==> config.mk <==
export PLATFORM = sky130hd
export DESIGN_NAME = usb_rx_nrzi_decoder
export DESIGN_NICKNAME = d
export VERILOG_FILES = /design/src/rtl/usb_rx_nrzi_decoder.sv
export SDC_FILE = /design/constraint.sdc
export NUM_CORES = 1
export LEC_CHECK = 0
export ABC_AREA = 0
export BUFFER_PORTS_ARGS = -buffer_cell sky130_fd_sc_hd__clkbuf_2
export CELL_PAD_IN_SITES_DETAIL_PLACEMENT = 0
export CELL_PAD_IN_SITES_GLOBAL_PLACEMENT = 2
export CORE_MARGIN = 2
export CORE_UTILIZATION = 35
export DETAILED_ROUTE_END_ITERATION = 12
export GPL_TIMING_DRIVEN = 0
export HOLD_SLACK_MARGIN = 0.05
export PLACE_DENSITY = 0.74
export SYNTH_ARGS = -nofsm -noshare
export SYNTH_HDL_FRONTEND = slang
export SYNTH_SLANG_ARGS = --single-unit
==> constraint.sdc <==
create_clock -name clk -period 3.09 [get_ports clk]
set_input_delay 0.309 -clock clk [delete_from_list [all_inputs] [get_ports clk]]
set_output_delay 0.309 -clock clk [all_outputs]
set_load 0.05 [all_outputs]
==> src/rtl/usb_rx_nrzi_decoder.sv <==
// ---------------------------------------------------------------------------
// usb_rx_nrzi_decoder
// Receive-side USB line decoder. It synchronises D+/D- into the clk domain and
// NRZI-decodes one bit on every bit-centre strobe. It also removes stuffed
// zeros, flags bit-stuff violations and SE0 end-of-packet, and packs the data
// bits LSB-first into DATA_WIDTH-bit words for the packet FSM / FIFO.
// ---------------------------------------------------------------------------
module usb_rx_nrzi_decoder #(
   parameter int SYNC_STAGES = 2,
   parameter int STUFF_LEN   = 6,
   parameter int EOP_LEN     = 2,
   parameter int DATA_WIDTH  = 8
) (
   input  logic                  clk,
   input  logic                  n_rst,
   input  logic                  d_plus,
   input  logic                  d_minus,
   input  logic                  shift_enable,
   output logic                  d_orig,
   output logic                  bit_valid,
   output logic [DATA_WIDTH-1:0] rx_data,
   output logic                  byte_valid,
   output logic                  eop,
   output logic                  stuff_err,
   output logic                  align_err
);

   // Counter widths sized so each counter can hold its terminal value.
   localparam int OW = (STUFF_LEN  > 0) ? $clog2(STUFF_LEN + 1) : 1;
   localparam int SW = (EOP_LEN    > 0) ? $clog2(EOP_LEN + 1)   : 1;
   localparam int BW = $clog2(DATA_WIDTH);

   localparam logic [OW-1:0] STUFF_MAX = OW'(STUFF_LEN);
   localparam logic [SW-1:0] EOP_MAX   = SW'(EOP_LEN);
   localparam logic [BW-1:0] BIT_LAST  = BW'(DATA_WIDTH - 1);

   localparam logic [OW-1:0] ONES_ZERO = {OW{1'b0}};
   localparam logic [OW-1:0] ONES_ONE  = {{(OW-1){1'b0}}, 1'b1};
   localparam logic [SW-1:0] SE0_ZERO  = {SW{1'b0}};
   localparam logic [SW-1:0] SE0_ONE   = {{(SW-1){1'b0}}, 1'b1};
   localparam logic [BW-1:0] BIT_ZERO  = {BW{1'b0}};
   localparam logic [BW-1:0] BIT_ONE   = {{(BW-1){1'b0}}, 1'b1};
   localparam logic [DATA_WIDTH-1:0] WORD_ZERO = {DATA_WIDTH{1'b0}};

   // -----------------------------------------------------------------------
   // Synchronisers (reset to idle J: D+ high, D- low)
   // -----------------------------------------------------------------------
   logic [SYNC_STAGES-1:0] dp_sync_q;
   logic [SYNC_STAGES-1:0] dm_sync_q;
   logic                   dp_s;
   logic                   dm_s;

   // Shift the raw line levels through the synchroniser chains.
   always_ff @(posedge clk or negedge n_rst) begin
      if (!n_rst) begin
         dp_sync_q <= {SYNC_STAGES{1'b1}};
         dm_sync_q <= {SYNC_STAGES{1'b0}};
      end else begin
         dp_sync_q <= {dp_sync_q[SYNC_STAGES-2:0], d_plus};
         dm_sync_q <= {dm_sync_q[SYNC_STAGES-2:0], d_minus};
      end
   end

   assign dp_s = dp_sync_q[SYNC_STAGES-1];
   assign dm_s = dm_sync_q[SYNC_STAGES-1];

   // -----------------------------------------------------------------------
   // Decoder state
   // -----------------------------------------------------------------------
   logic                  prev_q,       prev_d;
   logic [OW-1:0]         ones_cnt_q,   ones_cnt_d;
   logic [SW-1:0]         se0_cnt_q,    se0_cnt_d;
   logic [BW-1:0]         bit_cnt_q,    bit_cnt_d;
   logic [DATA_WIDTH-1:0] shreg_q,      shreg_d;
   logic [DATA_WIDTH-1:0] rx_data_q,    rx_data_d;
   logic                  d_orig_q,     d_orig_d;
   logic                  bit_valid_q,  bit_valid_d;
   logic                  byte_valid_q, byte_valid_d;
   logic                  eop_q,        eop_d;
   logic                  stuff_err_q,  stuff_err_d;
   logic                  align_err_q,  align_err_d;

   logic                  se0_s;
   logic                  b_s;
   logic [SW-1:0]         se0_inc_s;

   assign se0_s     = ~dp_s & ~dm_s;
   assign b_s       = (dp_s == prev_q);
   assign se0_inc_s = se0_cnt_q + SE0_ONE;

   // Next-state decode: handles SE0/EOP, NRZI decode, unstuffing and packing.
   always_comb begin
      prev_d       = prev_q;
      ones_cnt_d   = ones_cnt_q;
      se0_cnt_d    = se0_cnt_q;
      bit_cnt_d    = bit_cnt_q;
      shreg_d      = shreg_q;
      rx_data_d    = rx_data_q;
      d_orig_d     = d_orig_q;
      bit_valid_d  = 1'b0;
      byte_valid_d = 1'b0;
      eop_d        = 1'b0;
      stuff_err_d  = 1'b0;
      align_err_d  = 1'b0;

      if (shift_enable) begin
         if (se0_s) begin
            // SE0 carries no data; it only advances the EOP run.
            if (se0_cnt_q != EOP_MAX) begin
               se0_cnt_d = se0_inc_s;
               if (se0_inc_s == EOP_MAX) begin
                  eop_d       = 1'b1;
                  align_err_d = (bit_cnt_q != BIT_ZERO);
                  prev_d      = 1'b1;
                  ones_cnt_d  = ONES_ZERO;
                  bit_cnt_d   = BIT_ZERO;
                  shreg_d     = WORD_ZERO;
               end else begin
                  eop_d       = 1'b0;
               end
            end else begin
               // Saturated: a long SE0 reports its EOP only once.
               se0_cnt_d = se0_cnt_q;
            end
         end else begin
            se0_cnt_d = SE0_ZERO;
            prev_d    = dp_s;
            if (ones_cnt_q == STUFF_MAX) begin
               // Position of a stuffed bit: a 0 is dropped, a 1 is a violation.
               ones_cnt_d = ONES_ZERO;
               if (b_s) begin
                  stuff_err_d = 1'b1;
                  bit_cnt_d   = BIT_ZERO;
                  shreg_d     = WORD_ZERO;
               end else begin
                  stuff_err_d = 1'b0;
               end
            end else begin
               // Genuine data bit.
               ones_cnt_d  = b_s ? (ones_cnt_q + ONES_ONE) : ONES_ZERO;
               d_orig_d    = b_s;
               bit_valid_d = 1'b1;
               shreg_d     = {b_s, shreg_q[DATA_WIDTH-1:1]};
               if (bit_cnt_q == BIT_LAST) begin
                  rx_data_d    = shreg_d;
                  byte_valid_d = 1'b1;
                  bit_cnt_d    = BIT_ZERO;
               end else begin
                  bit_cnt_d    = bit_cnt_q + BIT_ONE;
               end
            end
         end
      end else begin
         // No strobe: everything holds and no pulses are generated.
         se0_cnt_d = se0_cnt_q;
      end
   end

   // Register decoder state and all outputs.
   always_ff @(posedge clk or negedge n_rst) begin
      if (!n_rst) begin
         prev_q       <= 1'b1;
         ones_cnt_q   <= ONES_ZERO;
         se0_cnt_q    <= SE0_ZERO;
         bit_cnt_q    <= BIT_ZERO;
         shreg_q      <= WORD_ZERO;
         rx_data_q    <= WORD_ZERO;
         d_orig_q     <= 1'b1;
         bit_valid_q  <= 1'b0;
         byte_valid_q <= 1'b0;
         eop_q        <= 1'b0;
         stuff_err_q  <= 1'b0;
         align_err_q  <= 1'b0;
      end else begin
         prev_q       <= prev_d;
         ones_cnt_q   <= ones_cnt_d;
         se0_cnt_q    <= se0_cnt_d;
         bit_cnt_q    <= bit_cnt_d;
         shreg_q      <= shreg_d;
         rx_data_q    <= rx_data_d;
         d_orig_q     <= d_orig_d;
         bit_valid_q  <= bit_valid_d;
         byte_valid_q <= byte_valid_d;
         eop_q        <= eop_d;
         stuff_err_q  <= stuff_err_d;
         align_err_q  <= align_err_d;
      end
   end

   assign d_orig     = d_orig_q;
   assign bit_valid  = bit_valid_q;
   assign rx_data    = rx_data_q;
   assign byte_valid = byte_valid_q;
   assign eop        = eop_q;
   assign stuff_err  = stuff_err_q;
   assign align_err  = align_err_q;

endmodule

==> impl_metrics.tcl, run 1 <==
set metrics [dict create \
    cp_data_required_time_ps 3250 \
    grt_max_degree 35 \
    fmax_mhz 572.4 \
    grt-ovfl-total 0 \
    antenna_left 0 \
    worstMarginPinSlew_ps 824.2 \
    critPathKind "flip-flop to flip-flop" \
    grt_pass1_vias 1110 \
    synth_top_family_by_area "compound AO/OA/AOI/OAI gates" \
    final_util_pct 42.26 \
    root_buffer "clkbuf_8" \
    ys_warn_count 0 \
    min_period_ps 1747 \
    synthSimpleGateAreaFrac_pct 8.810 \
    path_max_fanout 10 \
    cts-resized-gates 0 \
    ys_ff_latch 34 \
    drt_wl_total_um 3059 \
    nets 175 \
    synth_top_cell_by_area "dfrtp_1" \
    synthTopCellsByArea "dfrtp_1 46%, o211ai_1 8.3%, ha_1 7.0%, dfstp_2 6.5%, mux2_2 5.6%" \
    cts_setup_buffers 0 \
    report.final.slew_viol_count 0 \
    drv_cap 0 \
    cts_inserted_buffers 5 \
    power_density_nw_per_um2 765.2 \
    irDropWorstVdd_mv 0.2693 \
    rows 24 \
    ys_seq_area_share_pct 52.86 \
    setup_viol 0 \
    rsz0062_at_grt "no" \
    synth_fa_ha_area_share_pct 6.955 \
    slowest_stage "dfrtp_1" \
    arrival_ps 1900 \
    slowest_delay_ps 410 \
    min_path_type "primary input to async pin" \
    seq_area_um2 855.8 \
    crit_buf_inv 2 \
    antennaDiodeCount 0 \
    vias 1087 \
    fin_skew_ps 4.545 \
    clk_pin_slew_ps 70 \
    p_leak_nw 0.9046 \
    dpl.hpwl_um 2115 \
    die_width_um 72.02 \
    cts_tree "done" \
    cpLargestDelayFamily "flip-flops" \
    htreeDepth 2 \
    areaGrowthSynthToFinish_pct 15.22 \
    max_slew_margin_pct 45.05 \
    antenna_found_initial 0 \
    syn-cell-area_um2 1619 \
    synth.distinct_cells 36 \
    grt_pass1_wl_um 5506 \
    dieArea_um2 5186 \
    clkLatencyLatePin_ps 280 \
    synth_edf_count 0 \
    ctsHoldBuffers 0 \
    syn_area_per_cell_um2 11.90 \
    cts.sinks 34 \
    wire_per_inst_um 14.29 \
    drive_gt1_share_pct 30.25 \
    synthArstFlopShare_pct 100.0 \
    cts_buffer_depth 2 \
    io_pins 19 \
    status "complete, no violations" \
    worstSetupStartpointType "flip-flop" \
    viasPerCell 5.079 \
    syn_inst 136 \
    drtIter0Drc 31 \
    muxShareOfSynthArea_pct 6.182 \
    endpoint_kind "flip-flop" \
    synth_xor_xnor_area_share_pct 0 \
    synth.most_common_cell "dfrtp_1" \
    fin_hold_ws_ps 108.2 \
    synthTopCellsByCount "30 x dfrtp_1, 22 x inv_1, 18 x o211ai_1" \
    hold_viol_final 0 \
    port_buffers 18 \
    first_pass_iters 4 \
    crit_path_cell_trace "inv_1, ha_1, nand2b_1, a21oi_2, buf_2, o211ai_1" \
    core_um2 4414 \
    multi_input_area_um2 641.9 \
    synth_compound_area_share_pct 17.70 \
    gp_congestion 0.7325 \
    drc_errors 0 \
    ys.flop_type "dfrtp_1" \
    synth.top_cell.area_share_pct 46.37 \
    nFillCells 443 \
    crit_cells 6 \
    r2r.worst_path.cells 6 \
    syn_nets 150 \
    fin_crit_sh_pct 56.54 \
    die_y_um 72.02 \
    start_util_pct 36.68 \
    grt_use_total_pct 13.98 \
    fin_setup_tns_ps 0 \
]
[cell usage in the layout (no fill, tap or decap), drive strengths merged]
cell     count
dfrtp       30
clkbuf      26
inv         22
o211ai      18
ha           9
mux2         8
nand3        8
buf          5
dfstp        4
o21ai        4
and2         2
nor3         2
nor3b        2
nor2b        2
a31oi        2
nor2         1
or2          1
nand2b       1
a2111oi      1
o211a        1
and3         1
a21boi       1
a21oi        1
o32a         1
o221ai       1
a21o         1
a22o         1
and3b        1
o2bb2ai      1
o22ai        1
nand4        1
mux2i        1
clkinv       1
[per-layer routing]
| metal | GRT usage [%] | up-vias | part of all wire [%] |
|---|---|---|---|
| li1 | - | 529 | - |
| met1 | 18.81 | 537 | 48 |
| met2 | 21.50 | 15 | 47 |
| met3 | 4.167 | 6 | 3.4 |
| met4 | 5.031 | 0 | 1.2 |
| met5 | 0 | - | 0 |
[kinds of logic after synthesis]
| group | after synthesis |
|---|---|
| buffers and inverters | 28 |
| DFF | 34 |
| AOI/OAI and AO/OA | 34 |
| adders and majority gates | 9 |
| and+or+nand+nor | 22 |
| muxes | 9 |
[state kept, by name, summed over array words and instances, names as in the netlist, 2 cells and up]
name / cells
dp_sync_q: 2
rx_data: 8
ones_cnt_q: 3
se0_cnt_q: 2
bit_cnt_q: 3
shreg_q: 7
dm_sync_q: 2
[metrics by stage]
stage               area, um2  setup WS, ps  total power, mW  instances
floorplan                1619          1637           0.9912        136
global placement         1774          1385            1.097        206
detailed placement       1774          1347            1.109        206
CTS                      1866          1328            1.450        214
global route             1866          1214            1.519        214
finish                   1866          1343            1.427        214
[path summary, 6_finish.rpt]
check                                               from                        end  slack (ps)
worst max-delay path            se0_cnt_q[0]$_DFFE_PN0P_     shreg_q[2]$_DFFE_PN0P_        1340
worst min-delay path                               n_rst     rx_data[4]$_DFFE_PN0P_         110
worst max register to register  se0_cnt_q[0]$_DFFE_PN0P_     shreg_q[2]$_DFFE_PN0P_        1340
worst min register to register    dp_sync_q[0]$_DFF_PN1_     dp_sync_q[1]$_DFF_PN1_         360
max in group asynchronous                          n_rst  ones_cnt_q[1]$_DFFE_PN0P_        2450
min in group clk                                  d_plus     dp_sync_q[0]$_DFF_PN1_         110
[report_power, final]
part           leakage (nW)  internal (mW)  switching [mW]
registers             0.430          0.551          0.0737
logic                 0.426          0.145           0.324
clock network        0.0482          0.180           0.154
total                 0.905          0.876           0.551
[worst reg2reg max path, delay by kind of cell, from the launching register on]
family	cells	cell delay, ps
buffers and inverters	2	360
AOI/OAI and AO/OA	2	420
DFF	1	410
and+or+nand+nor	1	210
adders and majority gates	1	220
[area by class of cell]
type | instances | share of cell area [%]
flip-flops and latches | 34 | 45.88
multi-input cells | 74 | 34.41
repair buffers | 18 | 4.829
clock buffers | 7 | 4.628
inverters | 22 | 4.427
well taps | 52 | 3.488
plain buffers | 6 | 2.079
clock inverters | 1 | 0.2683
No activity file was read; power rests on OpenSTA's default activity.
==> run 2: changes to the inputs <==
--- a/config.mk
+++ b/config.mk
@@ -5,16 +5,16 @@
 export SDC_FILE = /design/constraint.sdc
 export NUM_CORES = 1
 export LEC_CHECK = 0
-export ABC_AREA = 0
+export ABC_AREA = 1
 export BUFFER_PORTS_ARGS = -buffer_cell sky130_fd_sc_hd__clkbuf_2
 export CELL_PAD_IN_SITES_DETAIL_PLACEMENT = 0
 export CELL_PAD_IN_SITES_GLOBAL_PLACEMENT = 2
 export CORE_MARGIN = 2
-export CORE_UTILIZATION = 35
+export CORE_UTILIZATION = 31
 export DETAILED_ROUTE_END_ITERATION = 12
 export GPL_TIMING_DRIVEN = 0
 export HOLD_SLACK_MARGIN = 0.05
-export PLACE_DENSITY = 0.74
+export PLACE_DENSITY = 0.75
 export SYNTH_ARGS = -nofsm -noshare
 export SYNTH_HDL_FRONTEND = slang
 export SYNTH_SLANG_ARGS = --single-unit
==> constraint.sdc (replaced) <==
create_clock -name clk -period 1.41 [get_ports clk]
set_input_delay 0.141 -clock clk [delete_from_list [all_inputs] [get_ports clk]]
set_output_delay 0.141 -clock clk [all_outputs]
set_load 0.05 [all_outputs]
==> impl_metrics.tcl, run 2 <==
set metrics [dict create \
    rows 25 \
    nets 219 \
    status "complete, no violations" \
    vias 1247 \
    cpLargestDelayFamily "adder cells" \
    arrival_ps 1550 \
    core_um2 4786 \
    drtIter0Drc 107 \
    syn-cell-area_um2 1568 \
    worstSetupStartpointType "flip-flop" \
    synthTopCellsByArea "dfrtp_1 48%, nand2_1 15%, ha_1 7.2%, dfstp_2 6.7%, nand3_1 5.7%" \
    hold_start "shift_enable" \
    ys.flop_type "dfrtp_1" \
    report.final.slew_viol_count 0 \
    ff2ff_setup_slack_ps 90 \
    synth_edf_count 0 \
    die_y_um 75.12 \
    die_width_um 75.12 \
    cts_tree "done" \
    irDropWorstVdd_mv 0.4958 \
    grt_max_degree 35 \
    cts_buffer_depth 2 \
    first_pass_iters 4 \
    ys_warn_count 0 \
    fmax_mhz 755.0 \
    r2r-start "bit_cnt_q[1]$_DFFE_PN0P_" \
    total_power_mw 2.757 \
    drv_cap 0 \
    io_pins 19 \
    grt_pass1_vias 1203 \
    dpl.hpwl_um 2175 \
    synthArstFlopShare_pct 100.0 \
    critPathKind "flip-flop to flip-flop" \
    cts.sinks 34 \
    mostFrequentLayoutCell "nand2_1" \
    drt_wl_total_um 3426 \
    clk_pin_slew_ps 70 \
    worstMarginPinSlew_ps 877.0 \
    areaGrowthSynthToFinish_pct 25.62 \
    endpoint_kind "flip-flop" \
    hold_viol_final 0 \
    drive_gt1_share_pct 26.70 \
    grt-ovfl-total 0 \
    r2r-end "rx_data[3]$_DFFE_PN0P_" \
    fin_skew_ps 4.230 \
    start_util_pct 32.76 \
    wire_per_inst_um 12.55 \
    dp_slack_ps -39.68 \
    crit_path_cell_trace "ha_1, ha_2, nand4_4, inv_4, nand2_1, nand2_1" \
    p_leak_nw 1.080 \
    cp_data_required_time_ps 1630 \
    synthTopCellsByCount "62 x nand2_1, 30 x dfrtp_1, 18 x nand3_1" \
    finalWorstSetupSlack_ps 85.54 \
    nFillCells 502 \
    grt_use_total_pct 12.93 \
    root_buffer "clkbuf_8" \
    gp_congestion 0.7170 \
    hold_path_end "align_err$_DFF_PN0_" \
    fin_crit_sh_pct 93.93 \
    setup_viol 0 \
    antennaDiodeCount 0 \
    mostFrequentLayoutCells "60 x nand2_1, 30 x dfrtp_1, 18 x nand3_1, 18 x clkbuf_2, 12 x nor2_1" \
    slowest_delay_ps 370 \
    power_density_nw_per_um2 1400 \
    syn_inst 172 \
    min_path_type "primary input to flip-flop" \
    min_period_ps 1324 \
    r2r.worst_path.cells 6 \
    final_util_pct 41.15 \
    cts_inserted_buffers 5 \
    slowest_stage "dfrtp_1" \
    syn_area_per_cell_um2 9.115 \
    max_slew_margin_pct 41.53 \
    grt_pass1_wl_um 5361 \
    synth.top_cell.area_share_pct 47.89 \
    port_buffers 18 \
    clkLatencyLatePin_ps 280 \
    syn_nets 186 \
    crit_top_cell "nand2_1" \
    antenna_left 0 \
    antenna_found_initial 0 \
    dieArea_um2 5642 \
    synth.distinct_cells 23 \
    whs_path_depth 3 \
    ys_ff_latch 34 \
    drc_errors 0 \
    viasPerCell 4.568 \
    ys_seq_area_share_pct 54.59 \
    synth_top_cell_by_area "dfrtp_1" \
    path_max_fanout 8 \
    largest_reg_flops 8 \
    crit_buf_inv 1 \
    synth.most_common_cell "nand2_1" \
    htreeDepth 2 \
]
-- run 2: changes by cell type in the layout (fill, tap and decap cells not counted), moves of 4 or more --
cell      delta
nand3_1     +11
nand2_4      +4
mux2_2       -8
nor2_1      +11
inv_1       -11
o211ai_1    -18
nand2_1     +60
-- run 2: layer usage --
metal	routed length [um]	track usage, %
met1	1583	15.75
met2	1649	21.73
met3	139	3.748
met4	55	4.762
met5	0	0
-- run 2: cell type report --
cell class | count | area, um2 | area share [%]
clock inverter | 1 | 5.005 | 0.2541
inverter | 15 | 58.81 | 2.986
buffer | 2 | 16.27 | 0.8259
sequential | 34 | 855.8 | 43.46
clock buffer | 7 | 86.33 | 4.384
tap | 67 | 83.83 | 4.257
timing repair buffer | 24 | 142.6 | 7.243
multi-input combinational | 123 | 720.7 | 36.59
-- run 2: power breakdown --
group          internal, mW  total (mW)  switching, mW  leakage [nW]
Sequential             1.14        1.24          0.106         0.442
Combinational         0.248       0.780          0.532         0.590
Clock                 0.394       0.734          0.340        0.0482
-- run 2: worst max path at each step --
stage,startpoint,slack [ps],cells after the start,endpoint
floorplan,ones_cnt_q[0]$_DFFE_PN0P_,140,8,bit_cnt_q[1]$_DFFE_PN0P_
global placement,ones_cnt_q[0]$_DFFE_PN0P_,-50,8,shreg_q[5]$_DFFE_PN0P_
detailed placement,ones_cnt_q[0]$_DFFE_PN0P_,-40,8,bit_cnt_q[1]$_DFFE_PN0P_
CTS,ones_cnt_q[0]$_DFFE_PN0P_,5,8,bit_cnt_q[0]$_DFFE_PN0P_
global route,se0_cnt_q[0]$_DFFE_PN0P_,-6,8,shreg_q[1]$_DFFE_PN0P_
finish,bit_cnt_q[1]$_DFFE_PN0P_,90,6,rx_data[3]$_DFFE_PN0P_
-- run 2: cell families after synthesis --
kind of cell	share of synthesized area, %
AND/OR/NAND/NOR	30.97
flip-flops	54.59
buffers and inverters	4.230
adder cells (fa/ha/maj)	7.183
AO/OA/AOI/OAI	2.474
XOR/XNOR	0.5588
-- run 2: timing repair --
item | in CTS | in global routing
pin swaps | 1 | 4
resized for setup | 4 | 12
endpoints found under the hold margin | 32 | 0
cloned | 0 | 2
setup endpoints to repair | 18 | 24
buffers inserted | 1 | 2
hold buffers | 3 | 0
-- run 2: metrics by stage --
stage	hold slack (ps)	cell area [um2]	std cells	setup TNS (ps)
floorplan	-154.6	1568	172	0
global placement	230.3	1742	257	-229.7
detailed placement	229.9	1742	257	-308.6
CTS	219.5	1891	269	0
global route	304.1	1969	273	-5.513
finish	285.4	1969	273	0
-- run 2: worst reg2reg max path, stage by stage, from the launching register on --
cell and delay (ps):
dfrtp_1 370, ha_1 200, ha_2 250, nand4_4 190, inv_4 150, nand2_1 60
nand2_1 60
==> run 3: changes to the inputs <==
--- a/config.mk
+++ b/config.mk
@@ -5,12 +5,11 @@
 export SDC_FILE = /design/constraint.sdc
 export NUM_CORES = 1
 export LEC_CHECK = 0
-export ABC_AREA = 1
 export BUFFER_PORTS_ARGS = -buffer_cell sky130_fd_sc_hd__clkbuf_2
 export CELL_PAD_IN_SITES_DETAIL_PLACEMENT = 0
 export CELL_PAD_IN_SITES_GLOBAL_PLACEMENT = 2
 export CORE_MARGIN = 2
-export CORE_UTILIZATION = 31
+export CORE_UTILIZATION = 34
 export DETAILED_ROUTE_END_ITERATION = 12
 export GPL_TIMING_DRIVEN = 0
 export HOLD_SLACK_MARGIN = 0.05
==> impl_metrics.tcl, run 3 (synthesized netlist as in run 1, its figures left out) <==
set metrics [dict create \
    status "complete, no violations" \
    drt_wl_total_um 3255 \
    grt_use_total_pct 14.32 \
    stdcell_count 231 \
    rsz0062_at_grt "yes" \
    cts_tree "done" \
    rows 25 \
    antenna_left 0 \
    wire_per_inst_um 14.09 \
    power_frac_clock_pct 21.8 \
    arrival_ps 1560 \
    switchingPower_mw 1.262 \
    grt_pass1_wl_um 5789 \
    critPathKind "flip-flop to flip-flop" \
    slowest_stage "dfrtp_1" \
    min_path_type "primary input to flip-flop" \
    hold_viol_final 0 \
    dpl.hpwl_um 2181 \
    die_width_um 73.01 \
    fmax_mhz 715.8 \
    max_slew_margin_pct 44.93 \
    power.share.sequential_pct 41.6 \
    slowest_delay_ps 410 \
    clkLatencyLatePin_ps 280 \
    irDropWorstVdd_mv 0.5722 \
    design_area_um2 2077 \
    endpoint_kind "flip-flop" \
    worstSetupStartpointType "flip-flop" \
    report.final.slew_viol_count 0 \
    setup_viol 0 \
    crit_path_cell_trace "ha_4, ha_4, nand3_4, buf_6, mux2_2" \
    cts_inserted_buffers 5 \
    core_um2 4661 \
    io_pins 19 \
    start_util_pct 34.74 \
    grt_pass1_vias 1197 \
    vias 1151 \
    mostFrequentLayoutCells "30 x dfrtp_1, 20 x inv_1, 19 x clkbuf_2, 18 x o211ai_1, 9 x buf_4" \
    largest_reg_flops 8 \
    placed_cell_area_um2 1779 \
    first_pass_iters 4 \
    nets 190 \
    grt-ovfl-total 0 \
    drc_errors 0 \
    crit_top_cell "ha_4" \
    gp_congestion 0.7614 \
    cts.sinks 34 \
    antennaDiodeCount 0 \
    p_leak_nw 0.9791 \
    fin_hold_ws_ps 170.1 \
    cts_buffer_depth 2 \
    drv_cap 0 \
    min_period_ps 1397 \
    areaGrowthSynthToFinish_pct 28.28 \
    root_buffer "clkbuf_8" \
    antenna_found_initial 0 \
    intPower_mw 2.046 \
    htreeDepth 2 \
    worstMarginPinSlew_ps 826.1 \
    fin_crit_sh_pct 99.08 \
    port_buffers 18 \
    p_sw_share_pct 38.16 \
    cp_data_required_time_ps 1580 \
    viasPerCell 4.983 \
    clk_pin_slew_ps 60 \
    power_density_nw_per_um2 1593 \
    grt_max_degree 35 \
    dpl.cell_count 208 \
    combPwrFrac_pct 36.6 \
    drive_gt1_share_pct 39.55 \
    drtIter0Drc 52 \
    fin_skew_ps 1.464 \
    dieArea_um2 5330 \
    path_max_fanout 4 \
    die_y_um 73.01 \
    mostFrequentLayoutCell "dfrtp_1" \
]
run 3: layout make-up:
class	instances	area [um2]
clock inverter	1	5.005
sequential	34	855.8
multi-input combinational	74	700.7
fill	452	2584
tap	54	67.56
clock buffer	7	86.33
buffer	5	42.54
inverter	22	82.58
timing repair buffer	34	236.5
run 3: timing repair:
action / in CTS / in global routing
endpoints found under the setup margin: 22 / 21
gates resized for setup: 15 / 10
cloned: 0 / 1
pin swaps: 4 / 6
hold endpoints to repair: 32 / 0
setup buffers: 11 / 1
hold buffers: 3 / 0
run 3: power groups by stage:
stage / registers (mW) / logic (mW) / clock network [mW]
2_1_floorplan: 1.77 / 0.407 / 0
4_1_cts: 1.37 / 1.20 / 0.744
5_1_grt: 1.41 / 1.32 / 0.796
3_5_place_dp: 1.39 / 1.05 / 0
6_report: 1.38 / 1.21 / 0.720
3_3_place_gp: 1.37 / 1.03 / 0
run 3: path summary, 6_finish.rpt:
path,from,to,slack [ps],cells past startpoint
setup / recovery,bit_cnt_q[0]$_DFFE_PN0P_,rx_data[5]$_DFFE_PN0P_,10,5
hold / removal,shift_enable,stuff_err$_DFF_PN0_,170,2
setup reg to reg,bit_cnt_q[0]$_DFFE_PN0P_,rx_data[5]$_DFFE_PN0P_,10,5
hold reg to reg,dm_sync_q[0]$_DFF_PN0_,dm_sync_q[1]$_DFF_PN0_,350,0
max in group asynchronous,n_rst,bit_cnt_q[1]$_DFFE_PN0P_,400,2
min in group asynchronous,n_rst,rx_data[4]$_DFFE_PN0P_,490,2
run 3: worst max-delay path: cells and delay by family, from the launching register on:
| kind | cells | cell delay, ps |
|---|---|---|
| flip-flops | 1 | 410 |
| adder cells (fa/ha/maj) | 2 | 340 |
| multiplexers | 1 | 320 |
| buffers and inverters | 1 | 130 |
| AND/OR/NAND/NOR | 1 | 80 |
run 3: metrics by stage:
stage | util [%] | power, mW | setup WS (ps) | TNS [ps]
2_1_floorplan | - | 2.174 | 2.763 | 0
3_3_place_gp | 38.17 | 2.404 | -211.5 | -2525
3_5_place_dp | 38.17 | 2.440 | -224.4 | -2756
4_1_cts | 43.79 | 3.313 | -17.15 | -43.77
5_1_grt | 44.56 | 3.528 | -52.42 | -333.0
6_report | 44.56 | 3.308 | 13.00 | 0
run 3: routing by layer:
| metal | wire length (um) | global-route usage (%) | share of wire [%] |
|---|---|---|---|
| met5 | 0 | 0 | 0 |
| met4 | 35 | 3.704 | 1.1 |
| met3 | 102 | 4.144 | 3.1 |
| met2 | 1628 | 22.52 | 50 |
| met1 | 1490 | 19.35 | 46 |
